**config.mk**
```make
export PLATFORM = sky130hd
export DESIGN_NAME = synaptic_accumulator_flat
export DESIGN_NICKNAME = d
export VERILOG_FILES = /design/src/rtl/snn_pkg.sv /design/src/rtl/synaptic_accumulator_if.sv /design/src/rtl/synaptic_accumulator_acc_ram.sv /design/src/rtl/synaptic_accumulator.sv /design/src/flat_wrapper.sv
export SDC_FILE = /design/constraint.sdc
export NUM_CORES = 1
export LEC_CHECK = 0
export CAP_MARGIN = 20
export CORE_MARGIN = 10
export CORE_UTILIZATION = 65
export DETAILED_ROUTE_END_ITERATION = 12
export PLACE_DENSITY = 0.9
export SYNTH_ARGS = -nofsm -noshare
export SYNTH_HDL_FRONTEND = slang
export SYNTH_SLANG_ARGS = --single-unit
```
**constraint.sdc**
```tcl
create_clock -name clk -period 14.7 [get_ports clk]
set_input_delay 1.47 -clock clk [delete_from_list [all_inputs] [get_ports clk]]
set_output_delay 1.47 -clock clk [all_outputs]
set_load 0.005 [all_outputs]
```
**src/rtl/snn_pkg.sv**
```systemverilog
// Shared definitions for the spiking-network datapath: accumulator width,
// accumulator FSM encoding and the saturating add/sub used by the neuron array.
package snn_pkg;

    localparam int ACC_WIDTH_DEF = 16;
    localparam int SAT_CALC_W    = 34;

    typedef enum logic [2:0] {
        ST_INIT,
        ST_ACCUM,
        ST_FLUSH,
        ST_DRAIN_RD,
        ST_DRAIN_OUT
    } acc_state_t;

    // Width-generic saturating add/sub: the caller sign-extends the
    // accumulator, zero-extends the magnitude and truncates the result to acc_w bits.
    function automatic logic signed [31:0] sat_addsub(
        input logic signed [31:0] acc,
        input logic        [31:0] weight,
        input logic               sub,
        input int unsigned        acc_w
    );
        logic signed [SAT_CALC_W-1:0] a;
        logic signed [SAT_CALC_W-1:0] w;
        logic signed [SAT_CALC_W-1:0] s;
        logic signed [SAT_CALC_W-1:0] max_v;
        logic signed [SAT_CALC_W-1:0] min_v;
        a     = SAT_CALC_W'(acc);
        w     = $signed({2'b00, weight});
        s     = sub ? (a - w) : (a + w);
        max_v = $signed((SAT_CALC_W'(1) << (acc_w - 1)) - SAT_CALC_W'(1));
        min_v = ~max_v;
        if (s > max_v) begin
            return max_v[31:0];
        end else if (s < min_v) begin
            return min_v[31:0];
        end
        return s[31:0];
    endfunction

endpackage

```
**src/rtl/synaptic_accumulator_if.sv**
```systemverilog
// Event input stream and drained-current output stream of the synaptic accumulator.
interface synaptic_accumulator_if #(
    parameter int NEURON_ID_WIDTH = 6,
    parameter int WEIGHT_WIDTH    = 8,
    parameter int ACC_WIDTH       = 16
);
    logic                        in_valid;
    logic                        in_ready;
    logic [NEURON_ID_WIDTH-1:0]  in_neuron_id;
    logic [WEIGHT_WIDTH-1:0]     in_weight;
    logic                        in_exc_inh;

    logic                        out_valid;
    logic                        out_ready;
    logic [NEURON_ID_WIDTH-1:0]  out_neuron_id;
    logic signed [ACC_WIDTH-1:0] out_current;

    modport slave (
        input  in_valid, in_neuron_id, in_weight, in_exc_inh, out_ready,
        output in_ready, out_valid, out_neuron_id, out_current
    );

    modport master (
        output in_valid, in_neuron_id, in_weight, in_exc_inh, out_ready,
        input  in_ready, out_valid, out_neuron_id, out_current
    );
endinterface

```
**src/rtl/synaptic_accumulator_acc_ram.sv**
```systemverilog
// Simple dual-port accumulator storage with a registered read; contents are
// undefined after configuration and cleared by the owner's INIT sweep.
module acc_ram #(
    parameter int DEPTH  = 64,
    parameter int DATA_W = 16,
    parameter int ADDR_W = 6
) (
    input  logic              clk,
    input  logic              we,
    input  logic [ADDR_W-1:0] waddr,
    input  logic [DATA_W-1:0] wdata,
    input  logic [ADDR_W-1:0] raddr,
    output logic [DATA_W-1:0] rdata
);
    logic [DATA_W-1:0] mem [DEPTH];

    always_ff @(posedge clk) begin
        if (we) begin
            mem[waddr] <= wdata;
        end
        rdata <= mem[raddr];
    end
endmodule

```
**src/rtl/synaptic_accumulator.sv**
```systemverilog
// Per-neuron saturating accumulation of synaptic events with a per-timestep
// in-order drain that hands each accumulator downstream and clears it.
module synaptic_accumulator
    import snn_pkg::*;
#(
    parameter int NUM_NEURONS     = 64,
    parameter int WEIGHT_WIDTH    = 8,
    parameter int ACC_WIDTH       = ACC_WIDTH_DEF,
    parameter int NEURON_ID_WIDTH = $clog2(NUM_NEURONS)
) (
    input  logic                   clk,
    input  logic                   rst_n,
    synaptic_accumulator_if.slave  bus,
    input  logic                   timestep_end,
    output logic                   drain_done,
    output logic [15:0]            drop_count
);
    localparam logic [NEURON_ID_WIDTH-1:0] LAST_IDX = NEURON_ID_WIDTH'(NUM_NEURONS - 1);

    acc_state_t                  state_reg, state_next;
    logic [NEURON_ID_WIDTH-1:0]  idx_reg, idx_next;
    logic                        pend_reg, pend_next;
    logic                        done_reg;
    logic                        drain_last;
    logic [15:0]                 drop_reg;

    logic                        s1_valid_reg;
    logic [NEURON_ID_WIDTH-1:0]  s1_id_reg;
    logic [WEIGHT_WIDTH-1:0]     s1_weight_reg;
    logic                        s1_sub_reg;
    logic                        fwd_sel_reg;
    logic signed [ACC_WIDTH-1:0] fwd_data_reg;

    logic signed [ACC_WIDTH-1:0] operand;
    logic signed [ACC_WIDTH-1:0] s1_result;
    logic [ACC_WIDTH-1:0]        ram_rdata;
    logic [ACC_WIDTH-1:0]        ram_wdata;
    logic [NEURON_ID_WIDTH-1:0]  ram_waddr;
    logic [NEURON_ID_WIDTH-1:0]  ram_raddr;
    logic                        ram_we;

    logic                        in_range;
    logic                        accept;
    logic                        drop_event;

    generate
        if ((1 << NEURON_ID_WIDTH) == NUM_NEURONS) begin : g_pow2
            assign in_range = 1'b1;
        end else begin : g_range
            assign in_range = ({1'b0, bus.in_neuron_id} < (NEURON_ID_WIDTH + 1)'(NUM_NEURONS));
        end
    endgenerate

    assign accept     = bus.in_valid && (state_reg == ST_ACCUM) && in_range;
    assign drop_event = bus.in_valid && !accept;

    // A same-neuron event right behind another would read the pre-write value,
    // so the previous result is captured at accept time and used instead.
    assign operand   = fwd_sel_reg ? fwd_data_reg : $signed(ram_rdata);
    assign s1_result = ACC_WIDTH'(sat_addsub(32'(operand), 32'(s1_weight_reg),
                                             s1_sub_reg, ACC_WIDTH));

    acc_ram #(
        .DEPTH  (NUM_NEURONS),
        .DATA_W (ACC_WIDTH),
        .ADDR_W (NEURON_ID_WIDTH)
    ) u_ram (
        .clk   (clk),
        .we    (ram_we),
        .waddr (ram_waddr),
        .wdata (ram_wdata),
        .raddr (ram_raddr),
        .rdata (ram_rdata)
    );

    always_ff @(posedge clk) begin
        if (!rst_n) begin
            state_reg <= ST_INIT;
            idx_reg   <= '0;
            pend_reg  <= 1'b0;
        end else begin
            state_reg <= state_next;
            idx_reg   <= idx_next;
            pend_reg  <= pend_next;
        end
    end

    always_comb begin
        state_next = state_reg;
        idx_next   = idx_reg;
        pend_next  = pend_reg;
        drain_last = 1'b0;
        ram_we     = 1'b0;
        ram_waddr  = idx_reg;
        ram_wdata  = '0;
        ram_raddr  = bus.in_neuron_id;
        case (state_reg)
            ST_INIT: begin
                ram_we = 1'b1;
                if (idx_reg == LAST_IDX) begin
                    idx_next   = '0;
                    state_next = ST_ACCUM;
                end else begin
                    idx_next = idx_reg + 1'b1;
                end
            end
            ST_ACCUM: begin
                if (timestep_end || pend_reg) begin
                    pend_next  = 1'b0;
                    state_next = ST_FLUSH;
                end
            end
            ST_FLUSH: begin
                if (!s1_valid_reg) begin
                    idx_next   = '0;
                    state_next = ST_DRAIN_RD;
                end
            end
            ST_DRAIN_RD: begin
                ram_raddr  = idx_reg;
                state_next = ST_DRAIN_OUT;
            end
            ST_DRAIN_OUT: begin
                ram_raddr = idx_reg;
                if (bus.out_ready) begin
                    ram_we = 1'b1;
                    if (idx_reg == LAST_IDX) begin
                        drain_last = 1'b1;
                        idx_next   = '0;
                        state_next = ST_ACCUM;
                    end else begin
                        idx_next   = idx_reg + 1'b1;
                        state_next = ST_DRAIN_RD;
                    end
                end
            end
            default: state_next = ST_INIT;
        endcase
        if (timestep_end && (state_reg != ST_ACCUM)) begin
            pend_next = 1'b1;
        end
        if (s1_valid_reg) begin
            ram_we    = 1'b1;
            ram_waddr = s1_id_reg;
            ram_wdata = s1_result;
        end
    end

    always_ff @(posedge clk) begin
        if (!rst_n) begin
            s1_valid_reg  <= 1'b0;
            s1_id_reg     <= '0;
            s1_weight_reg <= '0;
            s1_sub_reg    <= 1'b0;
            fwd_sel_reg   <= 1'b0;
            fwd_data_reg  <= '0;
            done_reg      <= 1'b0;
            drop_reg      <= '0;
        end else begin
            s1_valid_reg <= accept;
            if (accept) begin
                s1_id_reg     <= bus.in_neuron_id;
                s1_weight_reg <= bus.in_weight;
                s1_sub_reg    <= bus.in_exc_inh;
                fwd_sel_reg   <= s1_valid_reg && (s1_id_reg == bus.in_neuron_id);
                fwd_data_reg  <= s1_result;
            end
            done_reg <= drain_last;
            if (drop_event && (drop_reg != 16'hFFFF)) begin
                drop_reg <= drop_reg + 16'd1;
            end
        end
    end

    assign bus.in_ready      = (state_reg == ST_ACCUM);
    assign bus.out_valid     = (state_reg == ST_DRAIN_OUT);
    assign bus.out_neuron_id = bus.out_valid ? idx_reg : '0;
    assign bus.out_current   = bus.out_valid ? $signed(ram_rdata) : '0;
    assign drain_done        = done_reg;
    assign drop_count        = drop_reg;

endmodule

```
**src/flat_wrapper.sv**
```systemverilog
// flat-port wrapper written by rule: the top's interface ports become plain ports
module synaptic_accumulator_flat import snn_pkg::*;
#(
    parameter int NUM_NEURONS     = 64,
    parameter int WEIGHT_WIDTH    = 8,
    parameter int ACC_WIDTH       = ACC_WIDTH_DEF,
    parameter int NEURON_ID_WIDTH = $clog2(NUM_NEURONS)
)
  (clk, rst_n, timestep_end, drain_done, drop_count, bus_in_valid, bus_in_neuron_id, bus_in_weight, bus_in_exc_inh, bus_out_ready, bus_in_ready, bus_out_valid, bus_out_neuron_id, bus_out_current);
  synaptic_accumulator_if #(.NEURON_ID_WIDTH(NEURON_ID_WIDTH), .WEIGHT_WIDTH(WEIGHT_WIDTH), .ACC_WIDTH(ACC_WIDTH)) bus_i ();
  input  logic clk;
  input  logic rst_n;
  input  logic timestep_end;
  output logic drain_done;
  output logic [15:0] drop_count;
  input wire logic [$bits(bus_i.in_valid)-1:0] bus_in_valid;
  input wire logic [$bits(bus_i.in_neuron_id)-1:0] bus_in_neuron_id;
  input wire logic [$bits(bus_i.in_weight)-1:0] bus_in_weight;
  input wire logic [$bits(bus_i.in_exc_inh)-1:0] bus_in_exc_inh;
  input wire logic [$bits(bus_i.out_ready)-1:0] bus_out_ready;
  output wire logic [$bits(bus_i.in_ready)-1:0] bus_in_ready;
  output wire logic [$bits(bus_i.out_valid)-1:0] bus_out_valid;
  output wire logic [$bits(bus_i.out_neuron_id)-1:0] bus_out_neuron_id;
  output wire logic [$bits(bus_i.out_current)-1:0] bus_out_current;
  assign bus_i.in_valid = bus_in_valid;
  assign bus_i.in_neuron_id = bus_in_neuron_id;
  assign bus_i.in_weight = bus_in_weight;
  assign bus_i.in_exc_inh = bus_in_exc_inh;
  assign bus_i.out_ready = bus_out_ready;
  assign bus_in_ready = bus_i.in_ready;
  assign bus_out_valid = bus_i.out_valid;
  assign bus_out_neuron_id = bus_i.out_neuron_id;
  assign bus_out_current = bus_i.out_current;
  synaptic_accumulator #(.NUM_NEURONS(NUM_NEURONS), .WEIGHT_WIDTH(WEIGHT_WIDTH), .ACC_WIDTH(ACC_WIDTH), .NEURON_ID_WIDTH(NEURON_ID_WIDTH)) u_core (.clk(clk), .rst_n(rst_n), .bus(bus_i), .timestep_end(timestep_end), .drain_done(drain_done), .drop_count(drop_count));
endmodule
```
# Word-level counts from Yosys, hierarchy flattened
# Memories as Yosys holds them, arrays and structs flattened. A register that Yosys moved wholly into a read port is not among the register bits.
# Index checks and enable logic that the tools add are counted.
# totals
register_bits,60
latch_bits,0
ram_bits,1024
rom_bits,0
inputBits,20
output_inout_bits,41
word_cells,77
n_memories,1
# mem_list
memory,depth,word_bits,read_ports,rd_clocked_by_memory_dff,wr,line_no,rtl
u_core.u_ram.mem,64,16,1,1,1,synaptic_accumulator_acc_ram.sv:15,logic [DATA_W-1:0] mem [DEPTH];
# classes
add_sub_neg,4
n_mul,0
div_mod_pow,0
magnitude_cmp,2
n_eq_ne,12
n_shift,0
muxes,31
n_bitwise,0
reduce_logical,16
# ops
operator,n
16-bit two-way mux,6
6-bit two-way mux,6
"34-bit by 16-bit greater-than comparator with 1-bit output, second input constant",1
"34-bit by 16-bit < comparator with 1-bit output, second input constant",1
34-bit two-way mux,1
6-bit case mux with 3 select lines,1
16-bit by 9-bit adder with 17-bit output,1
16-bit by 9-bit subtractor with 17-bit output,1
"16-bit by 1-bit adder with 16-bit output, second input constant",1
"16-bit != test, second input constant",1
3-bit case mux with 5 select lines,1
3-bit two-way mux,4
1-bit two-way mux,10
"6-bit by 1-bit adder with 6-bit output, second input constant",1
"3-bit by 2-bit == test with 1-bit output, second input constant",2
6-bit == test,1
"6-bit == test, second input constant",1
3-bit AND reduction,2
1-bit logical AND,5
"2-bit by 1-bit != test with 1-bit output, second input constant",2
"2-bit != test, second input constant",2
4-bit AND reduction,1
2-bit nonzero test,2
"3-bit by 1-bit == test with 1-bit output, second input constant",1
10 further kinds,10

# Longest topological paths before layout
# Gate-level depths: netlist of run 1.
# depth
ltp_word,8
mapped_depth,14
mapped_depth_nobuf,12

# By module
# A second synthesis of run 1 with hierarchy kept.
# hier_totals
hier_cells,2373
area_unflattened_um2,44468.9
# modules_own_cells
module,n_inst,cells_per_inst,area_each_um2,seq_area_each_um2
acc_ram,1,1829,40042.2,31069.8
synaptic_accumulator,1,544,4426.7,1201.2

# Worst setup path before layout of run 1
# Ideal clock, no wire load.
# synth_timing
kind,reg-to-reg
from,reg u_core.s1_weight_reg[2]
to,"mem u_core.u_ram.mem[0][10], data pin"
arrival_ns,6.221
required_time_ns,13.977
path_slack_ns,7.756
stages_incl_launch_ff,15
synth_period_minus_slack_ns,6.944
path_cell_list,dfxtp_1 -> nor4_1 -> nor4b_1 -> ha_1 -> mux2i_1 -> ha_1 -> a21oi_1 -> o2bb2ai_1 -> or4_1 -> o21ai_0 -> a211o_1 -> buf_2 -> o21ai_1 -> buf_2 -> a21boi_0
# synth_via
elab_chain_cells,7
elab_cells_between_ends,10
cone_classes,2 x add/sub; 2 x order compare; 6 x mux
# synth_rtl
item,line_no,rtl
"start, declared",synaptic_accumulator.sv:29,logic [WEIGHT_WIDTH-1:0] s1_weight_reg;
"start signal, assigned",synaptic_accumulator.sv:163,s1_weight_reg <= bus.in_weight;
16-bit by 9-bit adder with 17-bit output / 16-bit by 9-bit subtractor with 17-bit output (equally long branches),snn_pkg.sv:31,s = sub ? (a - w) : (a + w);
34-bit two-way mux (*),snn_pkg.sv:31,
34-bit by 16-bit < comparator with 1-bit output,snn_pkg.sv:36,end else if (s < min_v) begin
1-bit two-way mux,snn_pkg.sv:36,
1-bit two-way mux,snn_pkg.sv:34,if (s > max_v) begin
16-bit two-way mux (*),snn_pkg.sv:39,return s[31:0];
16-bit two-way mux (*),synaptic_accumulator.sv:142,if (s1_valid_reg) begin
via u_core.ram_wdata[10],synaptic_accumulator.sv:37,logic [ACC_WIDTH-1:0] ram_wdata;
"end, declared",synaptic_accumulator_acc_ram.sv:15,
# Mark *: on every way through the listed nets, which the timed path passes. The rest lies on a longest branch.

# Worst setup path in the final report of run 1
# layout_timing
from,in bus_in_neuron_id[1]
to,"reg u_core.u_ram.rdata[14], read port of u_core.u_ram.mem"
# layout_via
elab_chain_cells,1
# layout_rtl
item,line_no,rtl
"start, declared",flat_wrapper.sv:17,input wire logic [$bits(bus_i.in_neuron_id)-1:0] bus_in_neuron_id;
6-bit two-way mux,synaptic_accumulator.sv:97,case (state_reg)
"end, declared",synaptic_accumulator_acc_ram.sv:13,output logic [DATA_W-1:0] rdata
# No other way between the ends.
# A chain may end at the register's enable or synchronous reset.

==> metrics, run 1 <==
required time of the critical path=15.16 ns; core area=67500 sq um; # hold bufs at CTS=0; IO Count=61; vias in the first global route=27600; syn_nets=2852; RR Startpoint=u_core.state_reg[1]; DR WL/cell=32.0 um; H-tree levels=3; Clock Tree Buf Depth=3; Tcrit/Tclk final=0.482; num rows=95; r2r setup slk=7.73 ns; final setup fails=0; All-Layer GR Usage=0.307; Hold EP=u_core.s1_id_reg[0]; grt total ovfl=0; CP endpoint kind=flip-flop; critical path type=input port to flip-flop; Syn Inst Count=2810; Hold Fails Final Rpt=0; Mapped Area=44500 sq um; GR Util met1=0.380; post-route minimum period=7.09 ns; Worst R2R Path Depth=11; RePlAce Congestion=0.911; Clk Latency, worst-skew pair=0.68 ns; R2R Path End=u_core.u_ram.rdata[14]; cts repair resizes=0; Syn Area/Cell=15.8 sq um; Slew Limit Fails=0; RSZ-0062 raised after global routing=false; clock power share=0.315; drt pass-1 iters=9; Sw Ratio=0.315; Worst Setup Start Kind=input port; Layout Nets=2961; Initial DRC Count=5050; CTS tree=built; Worst-path clk slew=0.07 ns; Clock Sinks=1100; Starting Density=0.659; Internal=5.78 mW; Yosys warning count=0; width of the die=282 um; die height=282 um; die area=79300 sq um; EDFF count, synth=1024; grt met3 use=0.0946; part of the power in combinational logic=0.242; Hold Crit Depth=2; Static Leak=17.0 nW; peak supply drop=172 uV; design area=49900 sq um; CTS Root Cell=clkbuf_16; Max Fclk=141 MHz; gr busiest metal=met2; Max FO, Critical Path=104; Vias=28500; Rel. slew slack=0.0987; Final Core Density=0.740; CTS Buf Count=103; drt total wl=124000 um; Remaining DRCs=0; Min-Delay Startpoint=u_core.s1_id_reg[0]; worst hold path class=flip-flop to flip-flop; # Post-CTS Setup Buffers=0; pwr dens=169 nW/um^2; top_reg_cell synth=edfxtp_1; Seq pwr share=0.443; async set-reset flop share out of synthesis=0; status=completed; first-pass GRT wire length=179000 um; #FFs+latches synth=1100; Max-cap violations=0; largest net degree at the start of global routing=105; initial antenna violation count=5; antenna-violating nets left=0; Seq/Total Area, Yosys=0.726; Placed Area=46400 sq um; layout cell share with drive strength beyond 1=0.111; Post-DP HPWL=66300 um; synth unique cells=68; Worst Max-Slew Pin Slew=1.34 ns; M2 GR Usage=0.477; port buffer count=60; Top reg by flops=u_core.u_ram.mem; Via density=7.34; number of flip-flops in the largest register=1024; worst endpoint data arrival time=7.54 ns; Final Skew=0.0525 ns; Switch Pwr=2.65 mW; Area Overhead vs Synth=12.3%; Setup TNS=0 ns
## Yosys cell counts, types with 5 or more instances
cell | instances | share of area
a21boi_0 | 32 | 0.0054
clkbuf_1 | 87 | 0.0073
edfxtp_1 | 1024 | 0.69
nor3_1 | 32 | 0.0036
nand3b_1 | 7 | 0.0012
o41ai_1 | 48 | 0.0095
o2111ai_1 | 16 | 0.0032
nand2b_1 | 11 | 0.0015
nor2_1 | 97 | 0.0082
a211oi_1 | 5 | 0.00084
a2111o_1 | 17 | 0.0043
buf_6 | 5 | 0.0013
dfxtp_1 | 76 | 0.034
and2_1 | 41 | 0.0058
a21oi_1 | 74 | 0.0083
ha_1 | 21 | 0.0059
o22ai_1 | 226 | 0.032
or3_1 | 9 | 0.0013
nor3b_1 | 6 | 0.0010
buf_2 | 54 | 0.0061
o21ai_0 | 91 | 0.010
nand3_1 | 65 | 0.0073
o31ai_1 | 20 | 0.0034
mux2i_1 | 455 | 0.10
inv_1 | 21 | 0.0018
nor4_1 | 8 | 0.0011
buf_4 | 14 | 0.0024
xor2_1 | 12 | 0.0024
nand2_1 | 80 | 0.0068
a21o_1 | 8 | 0.0014
mux2_1 | 13 | 0.0033
mux2_2 | 18 | 0.0046
a31oi_1 | 17 | 0.0024
o21a_1 | 5 | 0.00084
xnor2_1 | 19 | 0.0037
nor2b_1 | 12 | 0.0017
nand4_1 | 7 | 0.00098
## critical path, cell delays in order
cell	delay, ns
clkdlybuf4s50_1	0.51
or3_1	0.40
buf_4	0.32
nand2_8	0.82
buf_4	0.97
buf_4	0.93
mux2i_1	0.30
o22ai_1	0.11
o41ai_1	1.13
o2111ai_1	0.32
## how the worst max path moves through the flow
stage / end / cells after the start / slack (ns) / start
3_5_place_dp: u_core.u_ram.rdata[14] / 10 / 7.35 / bus_in_neuron_id[1]
6_report: u_core.u_ram.rdata[14] / 10 / 7.61 / bus_in_neuron_id[1]
2_1_floorplan: u_core.u_ram.mem[0][10] / 14 / 7.76 / u_core.s1_weight_reg[2]
3_3_place_gp: u_core.u_ram.rdata[14] / 10 / 7.55 / bus_in_neuron_id[1]
4_1_cts: u_core.u_ram.rdata[14] / 10 / 7.84 / bus_in_neuron_id[1]
5_1_grt: u_core.u_ram.rdata[14] / 10 / 7.58 / bus_in_neuron_id[1]
## kinds of logic (layout without fill, tap and decap cells)
family,after synthesis,count (layout),share of synthesized area
and+or+nand+nor,394,394,0.0438
xor gates and xnor gates,31,31,0.00611
muxes,486,486,0.110
buffers and inverters,186,382,0.0193
other,0,2,0
AOI/OAI and AO/OA,591,591,0.0885
adders and majority gates,22,22,0.00636
DFF,1100,1100,0.726
## layer usage
metal	part of all wire	up-vias
li1	-	11400
met1	0.33	13800
met2	0.46	2748
met3	0.15	530
met4	0.064	6
met5	0.0011	-
## through the flow
step | hold slack, ns | worst slack, ns | total power [mW] | cells
global route | 0.532 | 7.58 | 8.65 | 3880
detailed placement | 0.503 | 7.35 | 5.70 | 3677
floorplan | 0.469 | 7.76 | 5.02 | 2810
global placement | 0.480 | 7.55 | 5.62 | 3676
CTS | 0.518 | 7.84 | 8.32 | 3869
finish | 0.525 | 7.61 | 8.43 | 3881
## power groups by stage
stage	registers [mW]	logic, mW	clock network (mW)
after floorplan	3.74	1.27	0
after global placement	3.77	1.85	0
after detailed placement	3.78	1.92	0
after CTS	3.72	1.95	2.65
after global routing	3.73	2.15	2.77
final	3.73	2.04	2.66
## final cells by class
class | count | area (sq um)
Multi-Input combinational cell | 1524 | 11700
Fill cell | 3502 | 17600
Antenna cell | 2 | 5.00
Clock inverter | 54 | 510
Inverter | 22 | 85.1
Tap cell | 873 | 1090
Clock buffer | 138 | 2830
Sequential cell | 1100 | 32300
Timing Repair Buffer | 168 | 1480
## layout by cell type, fill, tap and decap left out, types with 7 or more instances in the layout
cell and n:
nor2_1 85, nand3b_1 7, nor2b_1 12, a2111o_1 17, xor2_1 12, xnor2_1 19, o41ai_1 48, mux2_1 13
nor4_1 8, o31ai_1 19, clkinv_1 16, a21oi_1 73, nand2b_1 11, nand3_1 64, nor2_2 12, nor3_1 31
a21boi_0 17, o22ai_1 226, clkinv_2 18, mux2i_1 455, a21boi_4 15, bufinv_16 8, clkbuf_1 25, clkbuf_16 105
a31oi_1 17, edfxtp_1 1024, mux2_2 18, nand4_1 7, a21o_1 8, or3_1 9, dfxtp_1 76, nand2_1 78
clkdlybuf4s50_1 60, o2111ai_1 16, inv_1 21, ha_1 21, o21ai_0 91, and2_1 41, buf_4 97, clkbuf_8 8
Note: power is estimated with default switching activity, not from simulation.
==> run 2: changes to the inputs <==
--- a/config.mk
+++ b/config.mk
@@ -7,9 +7,9 @@
 export LEC_CHECK = 0
 export CAP_MARGIN = 20
 export CORE_MARGIN = 10
-export CORE_UTILIZATION = 65
+export CORE_UTILIZATION = 56
 export DETAILED_ROUTE_END_ITERATION = 12
-export PLACE_DENSITY = 0.9
+export PLACE_DENSITY = 0.83
 export SYNTH_ARGS = -nofsm -noshare
 export SYNTH_HDL_FRONTEND = slang
 export SYNTH_SLANG_ARGS = --single-unit
==> constraint.sdc (replaced) <==
create_clock -name clk -period 6 [get_ports clk]
set_input_delay 0.6 -clock clk [delete_from_list [all_inputs] [get_ports clk]]
set_output_delay 0.6 -clock clk [all_outputs]
set_load 0.005 [all_outputs]
==> metrics, run 2 (synthesis gave the netlist of run 1 again) <==
Max FO, Critical Path=64 (-38%); critical path type=flip-flop to flip-flop; # Post-CTS Setup Buffers=0 (unchanged); Clock Sinks=1100 (unchanged); Max Fclk=182 MHz; pwr dens=404 nW/um^2 (+140%); Worst Max-Slew Pin Slew=1.26 ns (-0.0771 ns); RePlAce Congestion=0.884 (-3.0%); Initial DRC Count=3797 (-25%); Static Leak=17.3 nW (+1.6%); Clk Latency, worst-skew pair=0.67 ns (about the same); CTS Buf Count=105 (+1.9%); port buffer count=60 (unchanged); All-Layer GR Usage=0.252 (-0.0555); Layout Nets=2999 (+1.3%); initial antenna violation count=1 (-4); Vias=27400 (-3.9%); Slew Limit Fails=0 (unchanged); die area=91100 sq um (+15%); status=completed; Max-cap violations=0 (unchanged); crit path cell chain=nor4_1 -> nor4b_2 -> ha_1 -> mux2i_1 -> ha_1 -> a21oi_1 -> o2bb2ai_1 -> or4_1 -> o21ai_0 -> a211o_1 -> buf_4 -> o311ai_0 -> a21boi_4 -> buf_4; Starting Density=0.564 (-0.0948); num rows=103 (+8.4%); first-pass GRT wire length=171000 um (-4.4%); die height=302 um (+7.2%); post-route minimum period=5.48 ns; footprint of the multi-input gates=11700 sq um (+0.72%); Rel. slew slack=0.147 (+0.0486); placed cells=3899 (+6.0%); drt total wl=118000 um (-5.0%); cell family with most CP delay=simple AND/OR/NAND/NOR gates; Top reg by flops=u_core.u_ram.mem; RSZ-0062 raised after global routing=false; vias in the first global route=26700 (-3.1%); worst endpoint data arrival time=5.84 ns (-1.70 ns); DR WL/cell=28.8 um (-9.9%); largest net degree at the start of global routing=69 (-34%); CP startpoint=u_core.s1_weight_reg[2]; Clock Tree Buf Depth=3 (unchanged); Final Skew=0.0298 ns (-0.0227 ns); CTS tree=built; commonest cells after routing, fill and taps aside=edfxtp_1, mux2i_1, o22ai_1; required time of the critical path=6.36 ns (-8.80 ns); number of flip-flops in the largest register=1024 (unchanged); worst hold path class=flip-flop to flip-flop; fill count=5057 (+44%); Critical Path Slowest Stage Cell=nor4_1; Post-DP HPWL=65900 um (-0.71%); Worst Setup Start Kind=flip-flop; sequential cell area=32300 sq um (unchanged); H-tree levels=3 (unchanged); commonest non-fill, non-tap cell in the layout=edfxtp_1; IO Count=61 (unchanged); layout cell share with drive strength beyond 1=0.125 (+0.0139); Area Overhead vs Synth=14.0%; antenna-violating nets left=0 (unchanged); non-filler cells in the finished layout=4092 (+5.4%); # hold bufs at CTS=0 (unchanged); width of the die=302 um (+7.2%); Remaining DRCs=0 (unchanged); final setup fails=0 (unchanged); Via density=6.69 (-8.9%); Worst-path clk slew=0.06 ns (about the same); RR Startpoint=u_core.s1_weight_reg[2]; grt total ovfl=0 (unchanged); cts repair resizes=0 (unchanged); largest stage delay on the critical path=0.70 ns (-0.43 ns); WP buf/inv=2 (-2); CP endpoint kind=flip-flop; drt pass-1 iters=9 (unchanged); Hold Fails Final Rpt=0 (unchanged); Min-Delay Startpoint=u_core.fwd_data_reg[15]; Tcrit/Tclk final=0.914; Final Core Density=0.643 (-0.0970); core area=78900 sq um (+17%); CTS Root Cell=clkbuf_16; peak supply drop=379 uV (+120%)
-- run 2: final cells by class --
class / instances / share of cell area
Tap cell: 1050 / 0.0259
Sequential cell: 1100 / 0.637
Inverter: 22 / 0.00168
Antenna cell: 1 / 0.0000494
Timing Repair Buffer: 204 / 0.0398
Multi-Input combinational cell: 1524 / 0.232
Clock buffer: 134 / 0.0554
Clock inverter: 57 / 0.00889
-- run 2: layer usage --
metal,share of wire,up-vias,global-route usage,routed length (um)
met1,0.35,13500,0.323,41100
met3,0.13,364,0.0598,15500
met4,0.051,0,0.122,5970
li1,-,11500,-,-
met5,0,-,0,0
met2,0.47,2041,0.402,55200
-- run 2: path summary, 6_finish.rpt --
check	to	slack (ns)	depth (start not counted)
setup / recovery	u_core.u_ram.mem[22][13]	0.52	14
hold / removal	u_core.fwd_data_reg[15]	0.51	1
setup reg to reg	u_core.u_ram.mem[22][13]	0.52	14
hold reg to reg	u_core.fwd_data_reg[15]	0.51	1
-- run 2: through the flow --
stage          cell area [sq um]  hold slack [ns]  setup TNS (ns)  setup WS [ns]  power, mW
6_report                   50700            0.514               0          0.518       20.5
4_1_cts                    50700            0.506               0          0.365       20.4
3_5_place_dp               47400            0.492               0          0.411       14.2
3_3_place_gp               47200            0.485               0          0.542       14.0
5_1_grt                    50700            0.539               0          0.159       21.2
2_1_floorplan              44500            0.469         -723.75         -0.944       12.3
-- run 2: power by group --
part / leakage [nW] / switching (mW) / total [mW] / internal (mW)
combinational: 6.03 / 3.41 / 5.08 / 1.67
clock: 1.60 / 2.75 / 6.30 / 3.56
sequential: 9.62 / 0.215 / 9.10 / 8.89
total: 17.3 / 6.37 / 20.5 / 14.1
